[config.mk]
export PLATFORM = sky130hd
export DESIGN_NAME = dutmem_ctrl
export DESIGN_NICKNAME = d
export VERILOG_FILES = /design/src/rtl/dutmem_ctrl.sv
export SDC_FILE = /design/constraint.sdc
export NUM_CORES = 1
export LEC_CHECK = 0
export ABC_AREA = 1
export CAP_MARGIN = 5
export CORE_ASPECT_RATIO = 0.5
export CORE_MARGIN = 2
export CORE_UTILIZATION = 30
export CTS_CLUSTER_DIAMETER = 60
export DETAILED_ROUTE_END_ITERATION = 10
export PLACE_DENSITY = 0.58
export SETUP_SLACK_MARGIN = 0.4
export SLEW_MARGIN = 20
export SYNTH_ARGS = -nofsm -noshare
export SYNTH_HDL_FRONTEND = slang
export SYNTH_SLANG_ARGS = --single-unit
[constraint.sdc]
create_clock -name clk -period 4.6 [get_ports clk]
set_input_delay 0.46 -clock clk [delete_from_list [all_inputs] [get_ports clk]]
set_output_delay 0.46 -clock clk [all_outputs]
set_load 0.02 [all_outputs]
[src/rtl/dutmem_ctrl.sv]
// ---------------------------------------------------------------------------
// dutmem_ctrl
//
// Request front-end for the single-port synchronous memory dutmem2. Accepts
// in-order read/write requests on a valid/ready channel, drives the memory
// control pins from registers, captures the memory's registered read data
// two cycles after a read is accepted and hands it back through a small
// credit-checked response FIFO.
//
// Parameters:
//   DWIDTH    - data width (matches memory DWIDTH)
//   AWIDTH    - address width (matches memory AWIDTH)
//   RSP_DEPTH - response FIFO entries, power of two >= 2
//
// Ports:
//   clk, rst                 - clock, synchronous active-high reset
//   req_valid/req_ready      - request handshake
//   req_we/req_addr/req_wdata- request payload (wdata ignored for reads)
//   rsp_valid/rsp_ready      - response handshake
//   rsp_rdata                - response data (FIFO head, 0 when empty)
//   mem_ce/mem_we/mem_addr/mem_din - registered memory control pins
//   mem_dout                 - registered read data from the memory
//   wr_count/rd_count        - accepted write/read statistics
//
// Optional feature macro: DUTMEM_CTRL_STATS_EN
//   defined   - wr_count/rd_count are saturating 16-bit counters
//   undefined - both statistics outputs are tied to zero
// ---------------------------------------------------------------------------
module dutmem_ctrl #(
  parameter int DWIDTH    = 32,
  parameter int AWIDTH    = 10,
  parameter int RSP_DEPTH = 4
) (
  input  logic              clk,
  input  logic              rst,
  input  logic              req_valid,
  output logic              req_ready,
  input  logic              req_we,
  input  logic [AWIDTH-1:0] req_addr,
  input  logic [DWIDTH-1:0] req_wdata,
  output logic              rsp_valid,
  input  logic              rsp_ready,
  output logic [DWIDTH-1:0] rsp_rdata,
  output logic              mem_ce,
  output logic              mem_we,
  output logic [AWIDTH-1:0] mem_addr,
  output logic [DWIDTH-1:0] mem_din,
  input  logic [DWIDTH-1:0] mem_dout,
  output logic [15:0]       wr_count,
  output logic [15:0]       rd_count
);

  // Pointer width carries one extra wrap bit so full and empty differ.
  localparam int PW = $clog2(RSP_DEPTH) + 1;
  localparam int IW = PW - 1;

  logic              r_ce;
  logic              r_we;
  logic [AWIDTH-1:0] r_addr;
  logic [DWIDTH-1:0] r_din;
  logic [1:0]        r_rdPipe;
  logic [PW-1:0]     r_wptr;
  logic [PW-1:0]     r_rptr;
  logic [DWIDTH-1:0] r_fifo [RSP_DEPTH];

  logic              w_accept;
  logic              w_push;
  logic              w_pop;
  logic              w_full;
  logic              w_empty;
  logic [PW-1:0]     w_occ;
  logic [1:0]        w_inflight;
  logic [PW:0]       w_used;
  logic              w_credit;

  // Credit accounting: every read that has been accepted but not yet popped
  // owns one FIFO slot, whether it is still in the memory pipe or already
  // buffered. Only the registered state is used, so a pop in the same cycle
  // does not free a slot and rsp_ready never reaches req_ready.
  assign w_occ      = r_wptr - r_rptr;
  assign w_inflight = {1'b0, r_rdPipe[0]} + {1'b0, r_rdPipe[1]};
  assign w_used     = {1'b0, w_occ} + {{(PW-1){1'b0}}, w_inflight};
  assign w_credit   = (w_used < (PW+1)'(RSP_DEPTH));

  assign req_ready  = !rst && (req_we || w_credit);
  assign w_accept   = req_valid && req_ready;

  // FIFO status: full when the wrap bits differ and the index bits match.
  assign w_empty    = (r_wptr == r_rptr);
  assign w_full     = (r_wptr[PW-1] != r_rptr[PW-1]) &&
                      (r_wptr[IW-1:0] == r_rptr[IW-1:0]);
  assign w_push     = r_rdPipe[1];
  assign w_pop      = rsp_valid && rsp_ready;

  assign rsp_valid  = !w_empty;
  assign rsp_rdata  = w_empty ? '0 : r_fifo[r_rptr[IW-1:0]];

  assign mem_ce     = r_ce;
  assign mem_we     = r_we;
  assign mem_addr   = r_addr;
  assign mem_din    = r_din;

  // Issue stage: the memory pins are registered copies of the accepted
  // request. Idle cycles drop ce/we but keep address and data stable so the
  // memory inputs do not toggle needlessly.
  always_ff @(posedge clk) begin
    if (rst) begin
      r_ce   <= 1'b0;
      r_we   <= 1'b0;
      r_addr <= '0;
      r_din  <= '0;
    end else if (w_accept) begin
      r_ce   <= 1'b1;
      r_we   <= req_we;
      r_addr <= req_addr;
      r_din  <= req_wdata;
    end else begin
      r_ce   <= 1'b0;
      r_we   <= 1'b0;
    end
  end

  // Read tracking pipe: bit 0 marks a read driven onto the memory this
  // cycle, bit 1 marks that the memory has just registered its data, which
  // is therefore captured into the FIFO on the following edge. Reset drops
  // any reads still in the pipe.
  always_ff @(posedge clk) begin
    if (rst) begin
      r_rdPipe <= 2'b00;
    end else begin
      r_rdPipe <= {r_rdPipe[0], w_accept && !req_we};
    end
  end

  // FIFO pointers. The credit rule keeps pushes away from a full FIFO; the
  // full gate only protects the stored data should that ever be violated.
  always_ff @(posedge clk) begin
    if (rst) begin
      r_wptr <= '0;
      r_rptr <= '0;
    end else begin
      if (w_push && !w_full) begin
        r_wptr <= r_wptr + PW'(1);
      end
      if (w_pop) begin
        r_rptr <= r_rptr + PW'(1);
      end
    end
  end

  // FIFO storage needs no reset: an entry is only visible after it has been
  // written, and the empty case forces the output to zero.
  always_ff @(posedge clk) begin
    if (w_push && !w_full) begin
      r_fifo[r_wptr[IW-1:0]] <= mem_dout;
    end
  end

`ifdef DUTMEM_CTRL_STATS_EN
  logic [15:0] r_wrCount;
  logic [15:0] r_rdCount;

  // Statistics: count accepted writes and reads separately, saturating at
  // the top so a long run never wraps back to a small value.
  always_ff @(posedge clk) begin
    if (rst) begin
      r_wrCount <= '0;
      r_rdCount <= '0;
    end else if (w_accept) begin
      if (req_we && (r_wrCount != 16'hFFFF)) begin
        r_wrCount <= r_wrCount + 16'd1;
      end
      if (!req_we && (r_rdCount != 16'hFFFF)) begin
        r_rdCount <= r_rdCount + 16'd1;
      end
    end
  end

  assign wr_count = r_wrCount;
  assign rd_count = r_rdCount;
`else
  assign wr_count = 16'h0000;
  assign rd_count = 16'h0000;
`endif

endmodule
After elaboration in Yosys (flattened, before gate mapping)
Memories as Yosys holds them, arrays and structs flattened. A register that Yosys moved wholly into a read port is not among the register bits.
Cells that the tools add are included.
{"block": "totals", "ff_bits": 52, "latchBits": 0, "ramBits": 128, "romBits": 0, "inputBits": 79, "output_inout_bits": 110, "wordCells": 36, "n_memories": 1}
{"name": "r_fifo", "depth": 4, "width": 32, "rd": 1, "rd_ports_with_merged_regs": 1, "wr": 1, "line": "64", "source": "logic [DWIDTH-1:0] r_fifo [RSP_DEPTH];"}
{"block": "op_classes", "n_addsub": 5, "mul": 0, "div": 0, "n_lt_le_gt_ge": 1, "n_eq_ne": 3, "n_shift": 0, "muxes": 6, "bitwise": 1, "n_reduce_logical": 12}
{"op": "$mux W32", "n": 1}
{"op": "$add A3 B1 Y3 const B", "n": 2}
{"op": "$logic_and A1 B1 Y1", "n": 6}
{"op": "$add A3 B2 Y4", "n": 1}
{"op": "$logic_not A1 Y1", "n": 4}
{"op": "$lt A4 B3 Y1 const B", "n": 1}
{"op": "$mux W2", "n": 2}
{"op": "$eq A3 B3 Y1", "n": 1}
{"op": "$mux W1", "n": 3}
{"op": "$sub A3 B3 Y3", "n": 1}
{"op": "$add A1 B1 Y2", "n": 1}
{"op": "$eq A2 B2 Y1", "n": 1}
{"op": "$reduce_or A2 Y1", "n": 1}
{"op": "$logic_or A1 B1 Y1", "n": 1}
{"op": "$ne A1 B1 Y1", "n": 1}
{"op": "$not A1 Y1", "n": 1}

Longest topological paths before layout
{"block": "logic_depth", "word_depth": 8, "mapped_depth": 13, "ltp_nobuf": 12}

Worst setup path before layout
No wires, ideal clock.
{"block": "synth_path", "path_type": "register to register", "start": "reg r_wptr[0]", "end": "mem r_fifo[3][0] (enable)", "setup_ns": 0.422, "t_arrival_ns": 2.352, "required_time_ns": 4.178, "path_slack_ns": 1.826, "stages_incl_launch_ff": 6, "period_less_slack_ns": 2.774, "path_cell_list": "dfxtp_1 inv_1 ha_1 nand2_1 o21ai_2 nor2_1"}
{"block": "synth_via", "elab_chain_cells": 6}
{"element": "from (decl)", "line": "62", "source": "logic [PW-1:0] r_wptr;"}
{"element": "from (signal assigned)", "line": "143", "source": "r_wptr <= r_wptr + PW'(1);"}
{"element": "$eq A2 B2 Y1", "line": "91", "source": "(r_wptr[IW-1:0] == r_rptr[IW-1:0]);"}
{"element": "$logic_and A1 B1 Y1", "line": "90", "source": "assign w_full = (r_wptr[PW-1] != r_rptr[PW-1]) &&"}
{"element": "$logic_not A1 Y1", "line": "154", "source": "if (w_push && !w_full) begin"}
{"element": "$logic_and A1 B1 Y1", "line": "154"}
{"element": "$mux W1", "line": "154"}
{"element": "$mux W1 (not written as such)", "line": "155", "source": "r_fifo[r_wptr[IW-1:0]] <= mem_dout;"}
{"element": "to (decl)", "line": "64"}
Parallel ways exist; a longest one is shown, timed or not.

Worst setup path in the final report
{"block": "layout_path", "start": "reg r_wptr[0]", "end": "out rsp_rdata[1]"}
{"block": "layout_via", "elab_chain_cells": 2}
{"element": "$eq A3 B3 Y1", "line": "89", "source": "assign w_empty = (r_wptr == r_rptr);"}
{"element": "$mux W32", "line": "96", "source": "assign rsp_rdata = w_empty ? '0 : r_fifo[r_rptr[IW-1:0]];"}
{"element": "to (decl)", "line": "43", "source": "output logic [DWIDTH-1:0] rsp_rdata,"}
Every way passes these cells.

==> qor.csv <==
metric,value,unit
status,completed,
maxcap violations,0,
pwr dens,429,nW/um^2
RSZ-0062 raised after global routing,no,
Tot GR Track Use,13.9,%
H-tree Lvls,4,
IO Count,189,
ys async rst share,0,%
worst slew pin tran,1.02,ns
DRT antenna net count,0,
post-synth design cell area,7670,um^2
most used flip-flop cell after synthesis,edfxtp_1,
Yosys top cell area share,50.1,%
switching share of power,30.2,%
Final min period,3.30,ns
CP Launch Type,flip-flop,
Post-CTS Setup Bufs,0,
xor-xnor portion of the synthesized cell area,0.114,%
clk_skew,0.0127,ns
Die W,230,um
post-cts sizing count,0,
mux contribution to synthesized area,0,%
Synth Area in Compound Gates,7.09,%
clk slew on worst S/H paths,0.07,ns
Final Max Tran Viols,0,
"Hold-fix buffers, CTS",0,
DRC viols,0,
number of synthesized register bits,182,
CTS root buffer,clkbuf_16,
Final Non-Filler Cells,1266,
largest family of logic cells by synthesized area,simple AND/OR/NAND/NOR gates,
Syn Area/Cell,9.93,um^2
largest cells by area after synthesis,"edfxtp_1 50%, dfxtp_1 14%, nor2_1 8.8%, nand2_1 4.8%, o21ai_0 3.9%",
"EDFF count, synth",128,
number of global-route vias before repair,5385,
GR Overflow Total,0,
layout cell share with drive strength beyond 1,5.75,%
sequential power share,42.5,%
HPWL after DPL,11100,um
Slew HR,32.1,%
final worst path period share,71.7,%
synthesized instance count,773,
Synth Area in Adders,1.57,%
combinational power share,23.3,%
Post-Synth Simple-Gate Area,17.9,%
routability cong.,0.697,
setup_tns,0,ns
WP data arrival,2.84,ns
CP max FO,34,
drt initial violations,285,
final core utilization,40.0,%
"Warnings, synthesis",0,
Internal,0.00302,W
via count,5521,
Power Total,0.00433,W
"most common cell after layout, fill and taps aside",nor2_1,
register area share after synthesis,64.2,%
Max Freq,303,MHz
core area,25200,um^2
IO Port Bufs,156,
die height,117,um
drt wl/cell,14.5,um
HP Class,reg2reg,
DRT Pass-1 Iters,4,
area delta synth->final,31.4,%
CTS sink cnt,182,
Starting Density,30.5,%
Crit Path Category,reg2out,
Final nets,997,
CP Data Required Time,4.14,ns
pin count of the biggest net entering global routing,65,
synth unique cells,25,
WL final,18400,um
# rows,41,
TritonCTS Buffers,17,
P_sw,0.00131,W
Yosys top cell by area,edfxtp_1,
leakage power,3.79,nW
first-pass GRT wire length,28600,um
Worst VDD drop,0.240,mV
Final Hold Viols,0,
Skew-Pair Late Insertion Delay,0.43,ns
Clock Power Share,34.3,%
CTS tree,done,
CP endpoint kind,output port,
die area,26900,um^2
# setup viols final,0,
vias per inst,4.36,
most frequent cells in the layout,"175 x nor2_1, 154 x clkdlybuf4s50_1, 128 x edfxtp_1",
CTS max path bufs,2,
Cells after DPL,1231,
ant diodes,0,
initial antenna violation count,0,
[cell usage after synthesis (2+ instances only)]
cell type and n:
buf_4 36, o21ai_0 60, buf_2 17, o21ai_1 9, nor2_1 179, edfxtp_1 128, dfxtp_1 54, inv_2 2
nand4_1 44, clkbuf_1 24, ha_1 8, nand2_1 98, inv_1 64, nand3_1 2, a21oi_1 38
[sequential cells by signal, indices dropped and copies added (netlist names), named ones only]
register and count:
mem_addr 10, mem_ce 1, mem_din 32, mem_we 1
r_fifo 128, r_rdPipe 2, r_rptr 3, r_wptr 3
[per-layer routing]
metal / GRT usage [%] / share of wire, % / up-vias / routed length, um
met3: 4.14 / 4.6 / 16 / 855
met4: 4.56 / 1.6 / 0 / 302
met5: 0 / 0 / - / 0
met1: 16.9 / 46 / 2611 / 8400
li1: - / - / 2777 / -
met2: 24.0 / 48 / 117 / 8860
[worst max-delay path, cell delays in order, from the launching register on]
cell	delay, ns
dfxtp_1	0.36
inv_1	0.11
ha_1	0.31
nand2_1	0.11
nor2_4	0.74
a21oi_1	0.17
clkdlybuf4s50_1	0.60
[per-stage QoR]
| step | hold WS, ns | cell area (um^2) | setup slack [ns] |
|---|---|---|---|
| floorplan | 0.407 | 7790 | 1.83 |
| global placement | 0.423 | 9390 | 1.70 |
| detailed placement | 0.433 | 9420 | 1.65 |
| CTS | 0.445 | 10000 | 1.20 |
| global route | 0.468 | 10100 | 1.03 |
| finish | 0.444 | 10100 | 1.30 |
[path summary, 6_finish.rpt]
check | from | endpoint | slack, ns | cells past startpoint
worst max-delay path | r_wptr[0]$_SDFFE_PP0P_ | rsp_rdata[1] | 1.30 | 6
worst min-delay path | r_rdPipe[0]$_SDFF_PP0_ | r_rdPipe[1]$_SDFF_PP0_ | 0.44 | 2
worst max register to register | r_wptr[0]$_SDFFE_PP0P_ | mem_din[8]$_SDFFE_PP0P_ | 1.80 | 10
worst min register to register | r_rdPipe[0]$_SDFF_PP0_ | r_rdPipe[1]$_SDFF_PP0_ | 0.44 | 2
[logic make-up after synthesis]
group | Yosys count
AO/OA/AOI/OAI | 108
AND/OR/NAND/NOR | 327
XOR/XNOR | 1
other | 1
buffers and inverters | 145
flip-flops | 182
adder cells (fa/ha/maj) | 9
[power groups by stage]
stage          Clock, W  Sequential (W)  Combinational [W]
2_1_floorplan         0         0.00192           0.000549
4_1_cts         0.00152         0.00184            0.00102
3_3_place_gp          0         0.00187            0.00102
3_5_place_dp          0         0.00187            0.00102
5_1_grt         0.00159         0.00184            0.00111
6_report        0.00148         0.00184            0.00101
[layout make-up]
type	count	area (um^2)
clock buffers	18	429
flip-flops and latches	182	4930
multi-input cells	477	2200
clock inverters	14	166
fillers	2431	15100
repair buffers	164	1680
inverters	67	251
well taps	344	430
No activity file was read; power rests on OpenSTA's default activity.
